## config.mk

```make
export PLATFORM = sky130hd
export DESIGN_NAME = dmem_access_ctrl_flat
export DESIGN_NICKNAME = d
export VERILOG_FILES = /design/src/rtl/dmem_access_ctrl_if.sv /design/src/rtl/dmem_access_ctrl.sv /design/src/flat_wrapper.sv
export SDC_FILE = /design/constraint.sdc
export NUM_CORES = 1
export LEC_CHECK = 0
export CORE_AREA = 2 2 140 74
export CTS_BUF_LIST = sky130_fd_sc_hd__clkbuf_8
export CTS_CLUSTER_SIZE = 25
export DETAILED_ROUTE_END_ITERATION = 7
export DIE_AREA = 0 0 142 76
export PLACE_DENSITY_LB_ADDON = 0.25
export SLEW_MARGIN = 20
export SYNTH_ARGS = -nofsm -noshare
export SYNTH_HDL_FRONTEND = slang
export SYNTH_SLANG_ARGS = --single-unit
```

## constraint.sdc

```tcl
create_clock -name i_clk -period 3.2 [get_ports i_clk]
set_input_delay 0.96 -clock i_clk [delete_from_list [all_inputs] [get_ports i_clk]]
set_output_delay 0.96 -clock i_clk [all_outputs]
set_load 0.03 [all_outputs]
```

## src/rtl/dmem_access_ctrl_if.sv

```systemverilog
// Word-SRAM request/ack bus between the MEM-stage access controller and the data SRAM.
interface dmem_access_ctrl_if #(
   parameter int ADDR_WIDTH = 9
);
   logic                  sram_req;
   logic                  sram_we;
   logic [ADDR_WIDTH-3:0] sram_addr;
   logic [3:0]            sram_be;
   logic [31:0]           sram_wdata;
   logic                  sram_ack;
   logic [31:0]           sram_rdata;

   modport master (
      output sram_req, sram_we, sram_addr, sram_be, sram_wdata,
      input  sram_ack, sram_rdata
   );

   modport slave (
      input  sram_req, sram_we, sram_addr, sram_be, sram_wdata,
      output sram_ack, sram_rdata
   );
endinterface

```

## src/rtl/dmem_access_ctrl.sv

```systemverilog
// MEM-stage load/store controller: one word-SRAM transaction per access, pipeline stall
// while outstanding, load extension, misalignment rejection and SRAM timeout detection.
module dmem_access_ctrl #(
   parameter int ADDR_WIDTH = 9,
   parameter int DATA_WIDTH = 32,
   parameter int TIMEOUT    = 16
) (
   input  logic                  i_clk,
   input  logic                  i_rst,
   input  logic                  i_mem_read,
   input  logic                  i_mem_write,
   input  logic [2:0]            i_funct3,
   input  logic [ADDR_WIDTH-1:0] i_addr,
   input  logic [DATA_WIDTH-1:0] i_wr_data,
   output logic [DATA_WIDTH-1:0] o_rd_data,
   output logic                  o_stall,
   output logic                  o_misalign,
   output logic                  o_bus_err,
   dmem_access_ctrl_if.master    sram
);
   localparam int CW = $clog2(TIMEOUT) + 1;
   localparam logic [CW-1:0] LAST = CW'(TIMEOUT - 1);

   typedef enum logic [1:0] {S_IDLE, S_REQ, S_DONE} state_t;

   state_t                r_state, w_next;
   logic                  r_we, r_bus_err;
   logic [3:0]            r_be;
   logic [ADDR_WIDTH-3:0] r_addr;
   logic [DATA_WIDTH-1:0] r_wdata, r_rd_data;
   logic [2:0]            r_f3;
   logic [1:0]            r_off;
   logic [CW-1:0]         r_cnt;

   logic                  w_valid, w_is_b, w_is_h, w_misal, w_start;
   logic [3:0]            w_be;
   logic [DATA_WIDTH-1:0] w_wdata, w_shift, w_ld;

   // funct3[1:0] selects size (00 B, 01 H, else W); funct3[2] selects zero-extension
   assign w_valid = i_mem_read | i_mem_write;
   assign w_is_b  = (i_funct3[1:0] == 2'b00);
   assign w_is_h  = (i_funct3[1:0] == 2'b01);
   assign w_misal = w_is_h ? i_addr[0] : (!w_is_b && (i_addr[1:0] != 2'b00));

   always_comb begin
      w_be    = 4'b1111;
      w_wdata = i_wr_data;
      case (i_funct3[1:0])
         2'b00: begin
            w_be    = 4'b0001 << i_addr[1:0];
            w_wdata = {4{i_wr_data[7:0]}};
         end
         2'b01: begin
            w_be    = i_addr[1] ? 4'b1100 : 4'b0011;
            w_wdata = {2{i_wr_data[15:0]}};
         end
         default: ;
      endcase
   end

   // Right-align the addressed lane, then extend by the latched size/sign
   assign w_shift = sram.sram_rdata >> {r_off, 3'b000};

   always_comb begin
      w_ld = sram.sram_rdata;
      case (r_f3[1:0])
         2'b00:   w_ld = {{24{~r_f3[2] & w_shift[7]}}, w_shift[7:0]};
         2'b01:   w_ld = {{16{~r_f3[2] & w_shift[15]}}, w_shift[15:0]};
         default: ;
      endcase
   end

   always_comb begin
      w_next     = r_state;
      o_stall    = 1'b0;
      o_misalign = 1'b0;
      w_start    = 1'b0;
      if (!i_rst) begin
         case (r_state)
            S_IDLE: begin
               if (w_valid) begin
                  if (w_misal) begin
                     o_misalign = 1'b1;
                  end else begin
                     o_stall = 1'b1;
                     w_start = 1'b1;
                     w_next  = S_REQ;
                  end
               end
            end
            S_REQ: begin
               o_stall = 1'b1;
               if (sram.sram_ack || (r_cnt == LAST)) w_next = S_DONE;
            end
            S_DONE:  w_next = S_IDLE;
            default: w_next = S_IDLE;
         endcase
      end
   end

   always_ff @(posedge i_clk) begin
      if (i_rst) begin
         r_state   <= S_IDLE;
         r_we      <= 1'b0;
         r_be      <= '0;
         r_addr    <= '0;
         r_wdata   <= '0;
         r_f3      <= '0;
         r_off     <= '0;
         r_cnt     <= '0;
         r_rd_data <= '0;
         r_bus_err <= 1'b0;
      end else begin
         r_state   <= w_next;
         r_bus_err <= 1'b0;
         if (w_start) begin
            r_we    <= i_mem_write;
            r_be    <= i_mem_write ? w_be : 4'b0000;
            r_addr  <= i_addr[ADDR_WIDTH-1:2];
            r_wdata <= w_wdata;
            r_f3    <= i_funct3;
            r_off   <= i_addr[1:0];
            r_cnt   <= '0;
         end
         if (r_state == S_REQ) begin
            r_cnt <= r_cnt + 1'b1;
            if (sram.sram_ack) begin
               if (!r_we) r_rd_data <= w_ld;
            end else if (r_cnt == LAST) begin
               r_bus_err <= 1'b1;
               if (!r_we) r_rd_data <= '0;
            end
         end
      end
   end

   assign o_rd_data       = o_misalign ? '0 : r_rd_data;
   assign o_bus_err       = r_bus_err;
   assign sram.sram_req   = (r_state == S_REQ);
   assign sram.sram_we    = r_we;
   assign sram.sram_addr  = r_addr;
   assign sram.sram_be    = r_be;
   assign sram.sram_wdata = r_wdata;
endmodule
```

## src/flat_wrapper.sv

```systemverilog
// flat-port wrapper written by rule: the top's interface ports become plain ports
module dmem_access_ctrl_flat 
#(
   parameter int ADDR_WIDTH = 9,
   parameter int DATA_WIDTH = 32,
   parameter int TIMEOUT    = 16
)
  (i_clk, i_rst, i_mem_read, i_mem_write, i_funct3, i_addr, i_wr_data, o_rd_data, o_stall, o_misalign, o_bus_err, sram_sram_req, sram_sram_we, sram_sram_addr, sram_sram_be, sram_sram_wdata, sram_sram_ack, sram_sram_rdata);
  dmem_access_ctrl_if #(.ADDR_WIDTH(ADDR_WIDTH)) sram_i ();
  input  logic i_clk;
  input  logic i_rst;
  input  logic i_mem_read;
  input  logic i_mem_write;
  input  logic [2:0] i_funct3;
  input  logic [ADDR_WIDTH-1:0] i_addr;
  input  logic [DATA_WIDTH-1:0] i_wr_data;
  output logic [DATA_WIDTH-1:0] o_rd_data;
  output logic o_stall;
  output logic o_misalign;
  output logic o_bus_err;
  output wire logic [$bits(sram_i.sram_req)-1:0] sram_sram_req;
  output wire logic [$bits(sram_i.sram_we)-1:0] sram_sram_we;
  output wire logic [$bits(sram_i.sram_addr)-1:0] sram_sram_addr;
  output wire logic [$bits(sram_i.sram_be)-1:0] sram_sram_be;
  output wire logic [$bits(sram_i.sram_wdata)-1:0] sram_sram_wdata;
  input wire logic [$bits(sram_i.sram_ack)-1:0] sram_sram_ack;
  input wire logic [$bits(sram_i.sram_rdata)-1:0] sram_sram_rdata;
  assign sram_sram_req = sram_i.sram_req;
  assign sram_sram_we = sram_i.sram_we;
  assign sram_sram_addr = sram_i.sram_addr;
  assign sram_sram_be = sram_i.sram_be;
  assign sram_sram_wdata = sram_i.sram_wdata;
  assign sram_i.sram_ack = sram_sram_ack;
  assign sram_i.sram_rdata = sram_sram_rdata;
  dmem_access_ctrl #(.ADDR_WIDTH(ADDR_WIDTH), .DATA_WIDTH(DATA_WIDTH), .TIMEOUT(TIMEOUT)) u_core (.i_clk(i_clk), .i_rst(i_rst), .i_mem_read(i_mem_read), .i_mem_write(i_mem_write), .i_funct3(i_funct3), .i_addr(i_addr), .i_wr_data(i_wr_data), .o_rd_data(o_rd_data), .o_stall(o_stall), .o_misalign(o_misalign), .o_bus_err(o_bus_err), .sram(sram_i));
endmodule
```

* Word level (Yosys, flattened, before mapping)
Index checks and enable logic that the tools add are counted.
** Storage, ports and cells
- Flip-flop bits (word level) :: 89
- Bits of input ports :: 81
- Output and inout bits :: 80
- Word-level logic and storage cells :: 66
** Cells by class
- Add/subtract/negate cells :: 1
- Equal/unequal tests :: 7
- Shift-type cells :: 2
- Mux-type cells :: 28
- Bitwise operators :: 6
- Reduce and logical (&&, ||, !) cells :: 12
** Operators with widths (number)
- $mux 32 :: 5
- $pmux 32 s2 :: 2
- $shr 32x5->16 :: 1
- $mux 1 :: 11
- $mux 5 :: 2
- $mux 4 :: 2
- $pmux 4 s2 :: 1
- $eq 2x1->1 const B :: 3
- $logic_not 2->1 :: 3
- $mux 2 :: 3
- $reduce_and 3->1 :: 2
- $reduce_bool 2->1 :: 3
- $add 5x1->5 const B :: 1
- $eq 5x4->1 const B :: 1
- $ne 2x1->1 const B :: 2
- $pmux 2 s2 :: 1
- $shl 1x2->4 const A :: 1
- $not 1->1 :: 3
- $reduce_or 3->1 :: 1
- $and 1x1->1 :: 2
- $ne 2x2->1 const B :: 1
- $pmux 1 s2 :: 1
- $logic_and 1x1->1 :: 1
- $logic_not 1->1 :: 1
- other kinds (2) :: 2

* Depth between registers and ports, before layout
Gate-level depths: netlist of the first run.
- Depth in word-level cells :: 10
- Depth in mapped cells :: 9
- Depth with buffers taken out :: 7

* Least setup slack after synthesis of the first run
Ideal clock, no wire load.
- Path type :: in2out
- Start point :: input port i_rst
- End point :: output port o_rd_data[22]
- Arrival time :: 2465 ps
- Required time :: 2240 ps
- Path slack :: -225 ps
- Stages :: 6
- Cells stage by stage :: buf_2 > nor3_2 > nand2_1 > a21oi_1 > clkbuf_1 > nor2b_1
** Between the ends
- Word-level cells in the longest chain between the ends :: 2
** Ends and longest elaborated chain
- from (decl) :: line flat_wrapper.sv:11 : input logic i_rst;
- $mux 1 :: line dmem_access_ctrl.sv:78 : if (!i_rst) begin
- named net o_misalign :: line flat_wrapper.sv:19 : output logic o_misalign;
- $mux 32 :: line dmem_access_ctrl.sv:137 : assign o_rd_data = o_misalign ? '0 : r_rd_data;
- to (decl) :: line flat_wrapper.sv:17 : output logic [DATA_WIDTH-1:0] o_rd_data;
The timed path passes the listed nets, and every way through them passes these cells.

* Worst setup path after layout of the first run
- Start point :: input port i_mem_read
- End point :: output port o_rd_data[19]
** Between the ends
- Word-level cells in the longest chain between the ends :: 5
** Ends and longest elaborated chain
- from (decl) :: line flat_wrapper.sv:12 : input logic i_mem_read;
- $or 1x1->1 :: line dmem_access_ctrl.sv:40 : assign w_valid = i_mem_read | i_mem_write;
- $mux 1 :: line dmem_access_ctrl.sv:81 : if (w_valid) begin
- $mux 1 :: line dmem_access_ctrl.sv:79 : case (r_state)
- $mux 1 :: line dmem_access_ctrl.sv:78
- $mux 32 :: line dmem_access_ctrl.sv:137
Every way passes these cells.

==> impl_metrics.tcl, run 1 <==
set metrics [dict create \
    status "finished, final reports clean" \
    cts_hold_buf 0 \
    max-vdd-ir-drop_mv 0.2159 \
    root_buffer "clkbuf_8" \
    required_ns 2.24 \
    synth.distinct_cells 44 \
    cp_cell_sequence "clkdlybuf4s15_1, or2_4, nand2_4, a21oi_4, buf_12, nor2b_1, dlygate4sd2_1" \
    clk_pin_slew_ns 0.09 \
    grt_pass1_wl_mm 22.36 \
    synth_compound_area_frac 0.2414 \
    place_congestion 0.8474 \
    pin_count 161 \
    synth_xor_area_frac 0.002099 \
    clkSinkCount 89 \
    grt_use_met2 0.3715 \
    power.density_nw_per_um2 447.8 \
    relSlewSlack 0.2825 \
    cp_max_fo 8 \
    synth_warnings 0 \
    synth_area_um2 4173 \
    synth_edf_count 0 \
    antenna_found_initial 0 \
    wl_mm 14.23 \
    ys_top_cells_by_area "dfxtp_1 43%, mux2i_1 9.8%, nand2_1 5.4%" \
    post_drt_via_cell_ratio 5.674 \
    cts_buffers 9 \
    finClkSkew_ns 0.008580 \
    coreArea_um2 9727 \
    worst_slack_ns 0.05284 \
    multi_input_area_um2 2292 \
    drv_cap 0 \
    setup_tns_ns 0 \
    num_antenna_cells 0 \
    finalMaxSlewViolations 0 \
    port_buffers 160 \
    drive_gt1_frac 0.1481 \
    worstSetupPathType "in -> out" \
    synth_top_family_by_area "compound AO/OA/AOI/OAI gates" \
    start_kind "input pin" \
    hold_violations 0 \
    vias 4392 \
    grt_start_max_net_pins 39 \
    fillers 801 \
    grt_pass1_vias 4096 \
    dieArea_um2 10790 \
    placed_area_um2 5997 \
    endpoint_kind "output port" \
    p_leak_nw 2.482 \
    max_stage_delay_ns 0.40 \
    start_util 0.4290 \
    min_period_over_period 0.9835 \
    crit_buf_inv 3 \
    hold_class "reg -> reg" \
    timing.fmax_mhz 317.7 \
    die_h_um 76 \
    syn_inst 479 \
    routedWlPerCell_um 18.39 \
    first_iter_violations 300 \
    worst_pin_slew_ns 1.073 \
    ys_async_sr_fraction 0 \
    pre_cts_ws_ns -0.5704 \
    seq_area_um2 1782 \
    overflow 0 \
    clockBufferDepth 2 \
    met3_usage 0.06537 \
    cp.arrival_ns 2.19 \
    synthesis.nets 562 \
    htreeDepth 3 \
    synth_top_area_cell "dfxtp_1" \
    firstDrtPassIters 5 \
    yosysTopAreaCellShare 0.4270 \
    yosysSeqAreaShare 0.4270 \
    avgSynthCellArea_um2 8.711 \
    setup_violations 0 \
    final_util 0.6520 \
    synth-seq-cells 89 \
    fin_nets 726 \
    critPathSlowestCell "dlygate4sd2_1" \
    top_usage_layer "met1" \
    area_delta_synth_final_pct 51.99 \
    dpl.hpwl_mm 10.26 \
    clock_latency_ns 0.36 \
    ant_nets 0 \
    rows 26 \
    remaining_drc_errors 0 \
    synth_ff_type "dfxtp_1" \
    fin_area_um2 6342 \
    synthAdderAreaFrac 0.005997 \
    cp_top_family "buffers and inverters" \
    grt_use_met1 0.4009 \
    finalNonFillerCells 774 \
    die_w_um 142 \
    min_period_ns 3.147 \
    dp_cells 754 \
    cts_tree "built" \
    gr-usage-all-layers 0.2635 \
    synth_mux_area_frac 0.09835 \
    yosys.area_share.simple 0.1793 \
]
## final timing paths
kind                                                        from                                 to  slack, ns  cells after the start
worst max register to register      u_core.r_off[1]$_SDFFE_PP0P_  u_core.r_rd_data[11]$_SDFFE_PP0P_       1.11                      4
worst max-delay path                                  i_mem_read                      o_rd_data[19]       0.05                      7
worst min-delay path            u_core.r_rd_data[1]$_SDFFE_PP0P_   u_core.r_rd_data[1]$_SDFFE_PP0P_       0.44                      2
worst min register to register  u_core.r_rd_data[1]$_SDFFE_PP0P_   u_core.r_rd_data[1]$_SDFFE_PP0P_       0.44                      2
## through the flow
| step | total power [mW] | hold slack [ns] |
|---|---|---|
| 2_1_floorplan | 1.608 | 0.4076 |
| 3_3_place_gp | 1.930 | 0.4255 |
| 3_5_place_dp | 1.945 | 0.4238 |
| 4_1_cts | 2.850 | 0.4387 |
| 5_1_grt | 2.968 | 0.4512 |
| 6_report | 2.840 | 0.4393 |
## metal layers
layer | wire length [um] | share of wire | vias to the layer above
li1 | - | - | 2065
met1 | 6886 | 0.48 | 2093
met2 | 5972 | 0.42 | 218
met3 | 1254 | 0.088 | 16
met4 | 116 | 0.0082 | 0
met5 | 0 | 0 | -
## synth_stat cells (16+ instances only)
library cell  count
dfxtp_1          89
nand2_1          60
mux2i_1          41
o21ai_1          41
nor2b_1          33
clkbuf_1         25
a21oi_1          23
a22oi_1          23
a22o_1           20
nor2_1           17
o21ai_0          16
## kinds of logic (layout without fill, tap and decap cells)
family / Yosys count / in the layout
mux: 41 / 41
flops: 89 / 89
buf+inv: 44 / 213
xor+xnor: 1 / 1
compound gates: 154 / 154
simple gates: 148 / 148
fa+ha+maj: 2 / 2
## worst register-to-register path: stages, from the launching register on
cell	delay, ns
dfxtp_1	0.63
nand2b_1	0.18
o32ai_1	0.90
a21oi_1	0.12
o22ai_1	0.19
## where the power goes
| group | total, mW | internal (mW) | switching (mW) | leakage (nW) |
|---|---|---|---|---|
| registers | 1.22 | 1.17 | 0.0493 | 0.725 |
| logic | 0.738 | 0.341 | 0.398 | 1.64 |
| clock network | 0.879 | 0.450 | 0.429 | 0.118 |
## layout make-up
class | instances | share of cell area
flip-flops and latches | 89 | 0.2809
clock buffers | 9 | 0.01953
clock inverters | 7 | 0.01598
multi-input cells | 346 | 0.3614
repair buffers | 192 | 0.2943
inverters | 5 | 0.002959
well taps | 126 | 0.02486
## placed cells by master (no fill, tap or decap), types with 3 or more instances in the layout
cell type        Yosys  layout
clkdlybuf4s50_1      0     119
dfxtp_1             89      89
nand2_1             60      58
mux2i_1             41      41
o21ai_1             41      40
buf_4                0      32
nor2b_1             33      26
a22oi_1             23      23
a21oi_1             23      22
a22o_1              20      20
nor2_1              17      17
o21ai_0             16      16
buf_2                9      12
buf_6                2      10
nand3_1              9       9
nand3b_1             9       9
clkbuf_8             0       9
o22ai_1              8       8
a2bb2oi_1            7       7
nor2b_4              0       6
o221ai_1             6       6
clkdlybuf4s15_1      0       6
inv_1                4       5
nand2b_1             4       4
buf_12               0       4
or3_1                3       3
o31ai_1              3       3
dlygate4sd2_1        0       3
## registers in the layout, summed over array words and instances (netlist names), 2 cells and up
signal and flops:
u_core.r_off 2, u_core.r_cnt 5, u_core.r_state 2, u_core.sram.sram_addr 7, u_core.sram.sram_wdata 32, u_core.sram.sram_be 4, u_core.r_rd_data 32, u_core.r_f3 3
## what timing repair did
action                                  4_1_cts  5_1_grt
cloned                                        3        0
pin swaps                                     6        3
gates resized for setup                     143       17
setup buffers                                 3        0
endpoints found under the setup margin       34       32
No activity file was read; power rests on OpenSTA's default activity.
==> inputs of run 2 (changes only) <==
--- a/config.mk
+++ b/config.mk
@@ -11,6 +11,8 @@
 export DETAILED_ROUTE_END_ITERATION = 7
 export DIE_AREA = 0 0 142 76
 export PLACE_DENSITY_LB_ADDON = 0.25
+export RECOVER_POWER = 50
+export SETUP_SLACK_MARGIN = 0.02
 export SLEW_MARGIN = 20
 export SYNTH_ARGS = -nofsm -noshare
 export SYNTH_HDL_FRONTEND = slang
==> impl_metrics.tcl, run 2 (synthesized netlist as in run 1, its figures left out) <==
set metrics [dict create \
    status "finished, final reports clean" \
    fin_nets 727 \
    cp.arrival_ns 2.17 \
    fillers 805 \
    wl_mm 14.08 \
    setup_violations 0 \
    worstSetupPathType "in -> out" \
    rows 26 \
    p_leak_nw 2.495 \
    cp-endpoint "o_rd_data[6]" \
    firstDrtPassIters 5 \
    start_kind "input pin" \
    root_buffer "clkbuf_8" \
    final_cell_mix "111 x clkdlybuf4s50_1, 89 x dfxtp_1, 58 x nand2_1, 50 x o21ai_0, 41 x mux2i_1" \
    min_period_ns 3.130 \
    clkSinkCount 89 \
    hold_violations 0 \
    grt_start_max_net_pins 39 \
    r2r-end "u_core.r_cnt[4]$_SDFFE_PP0P_" \
    finalMaxSlewViolations 0 \
    power.density_nw_per_um2 447.8 \
    overflow 0 \
    endpoint_kind "output port" \
    drive_gt1_frac 0.1448 \
    cp_max_fo 7 \
    gr-usage-all-layers 0.2625 \
    coreArea_um2 9727 \
    start_util 0.4290 \
    clk_pin_slew_ns 0.09 \
    port_buffers 160 \
    seq_area_um2 1782 \
    vias 4361 \
    num_antenna_cells 0 \
    max-vdd-ir-drop_mv 0.2145 \
    post_drt_via_cell_ratio 5.627 \
    cts_tree "built" \
    finClkSkew_ns 0.007917 \
    remaining_drc_errors 0 \
    multi_input_area_um2 2258 \
    pin_count 161 \
    required_ns 2.24 \
    hold_class "reg -> reg" \
    clock_latency_ns 0.36 \
    die_w_um 142 \
    die_h_um 76 \
    grt_pass1_vias 4097 \
    rsz0062_at_grt "false" \
    dpl.hpwl_mm 10.26 \
    worstRegToRegCells 5 \
    ant_nets 0 \
    setup_tns_ns 0 \
    rr_startpoint "u_core.r_state[0]$_SDFFE_PP0P_" \
    drv_cap 0 \
    timing.fmax_mhz 319.5 \
    place_congestion 0.8474 \
    worst_pin_slew_ns 1.244 \
    power_mw 2.820 \
    first_iter_violations 346 \
    dieArea_um2 10790 \
    antenna_found_initial 0 \
    cp-startpoint "i_rst" \
    clockBufferDepth 2 \
    cts_hold_buf 0 \
    htreeDepth 3 \
    min_period_over_period 0.9782 \
    grt_pass1_wl_mm 22.27 \
    relSlewSlack 0.1705 \
    area_delta_synth_final_pct 50.91 \
    cts_buffers 9 \
    routedWlPerCell_um 18.17 \
    mostFrequentLayoutCell "clkdlybuf4s50_1" \
    regToRegSetupSlack_ns 0.92 \
]
-- run 2: cell type report --
cell class | instances | area share
sequential | 89 | 0.2829
inverter | 5 | 0.002980
multi-input combinational | 346 | 0.3586
timing repair buffer | 193 | 0.2947
clock buffer | 9 | 0.01967
clock inverter | 7 | 0.01609
tap | 126 | 0.02503
-- run 2: power by group --
part | leakage, nW | internal, mW | total [mW] | switching (mW)
Clock | 0.118 | 0.450 | 0.874 | 0.424
Combinational | 1.65 | 0.333 | 0.724 | 0.391
Sequential | 0.725 | 1.17 | 1.22 | 0.0487
Total | 2.49 | 1.96 | 2.82 | 0.864
-- run 2: layer usage --
metal,wire [um],part of all wire,GRT usage
met2,5897,0.42,0.3700
met4,139,0.0099,0.06600
met3,1191,0.085,0.06914
met1,6851,0.49,0.3946
met5,0,0,0
-- run 2: stage by stage --
step	cell area (um^2)	worst slack [ns]	utilization	instances	hold WS [ns]
floorplan	4174	0.02357	-	479	0.4076
global placement	5997	-0.4951	0.6165	754	0.4255
detailed placement	5997	-0.5704	0.6165	754	0.4238
CTS	6375	0.02261	0.6554	775	0.4387
global route	6297	0.02183	0.6474	775	0.4512
finish	6297	0.06976	0.6474	775	0.4386
-- run 2: timing repair --
item	CTS	global route
cloned	3	0
resized for setup	150	8
buffers inserted	3	0
setup endpoints to repair	34	19
pin swaps	6	4
-- run 2: how the worst min path moves through the flow --
stage / startpoint / to / slack (ns) / cells after the start
global placement: u_core.r_rd_data[1]$_SDFFE_PP0P_ / u_core.r_rd_data[1]$_SDFFE_PP0P_ / 0.43 / 2
global route: u_core.r_rd_data[5]$_SDFFE_PP0P_ / u_core.r_rd_data[5]$_SDFFE_PP0P_ / 0.45 / 2
CTS: u_core.r_rd_data[1]$_SDFFE_PP0P_ / u_core.r_rd_data[1]$_SDFFE_PP0P_ / 0.44 / 2
finish: u_core.r_rd_data[1]$_SDFFE_PP0P_ / u_core.r_rd_data[1]$_SDFFE_PP0P_ / 0.44 / 2
floorplan: u_core.r_rd_data[0]$_SDFFE_PP0P_ / u_core.r_rd_data[0]$_SDFFE_PP0P_ / 0.41 / 2
detailed placement: u_core.r_rd_data[1]$_SDFFE_PP0P_ / u_core.r_rd_data[1]$_SDFFE_PP0P_ / 0.42 / 2
-- run 2: critical path, cell delays in order --
cell,delay [ns]
buf_6,0.11
nor3_4,0.19
nand2_4,0.08
a21oi_4,0.23
buf_6,0.17
buf_16,0.13
buf_8,0.12
nor2b_4,0.05
buf_6,0.13
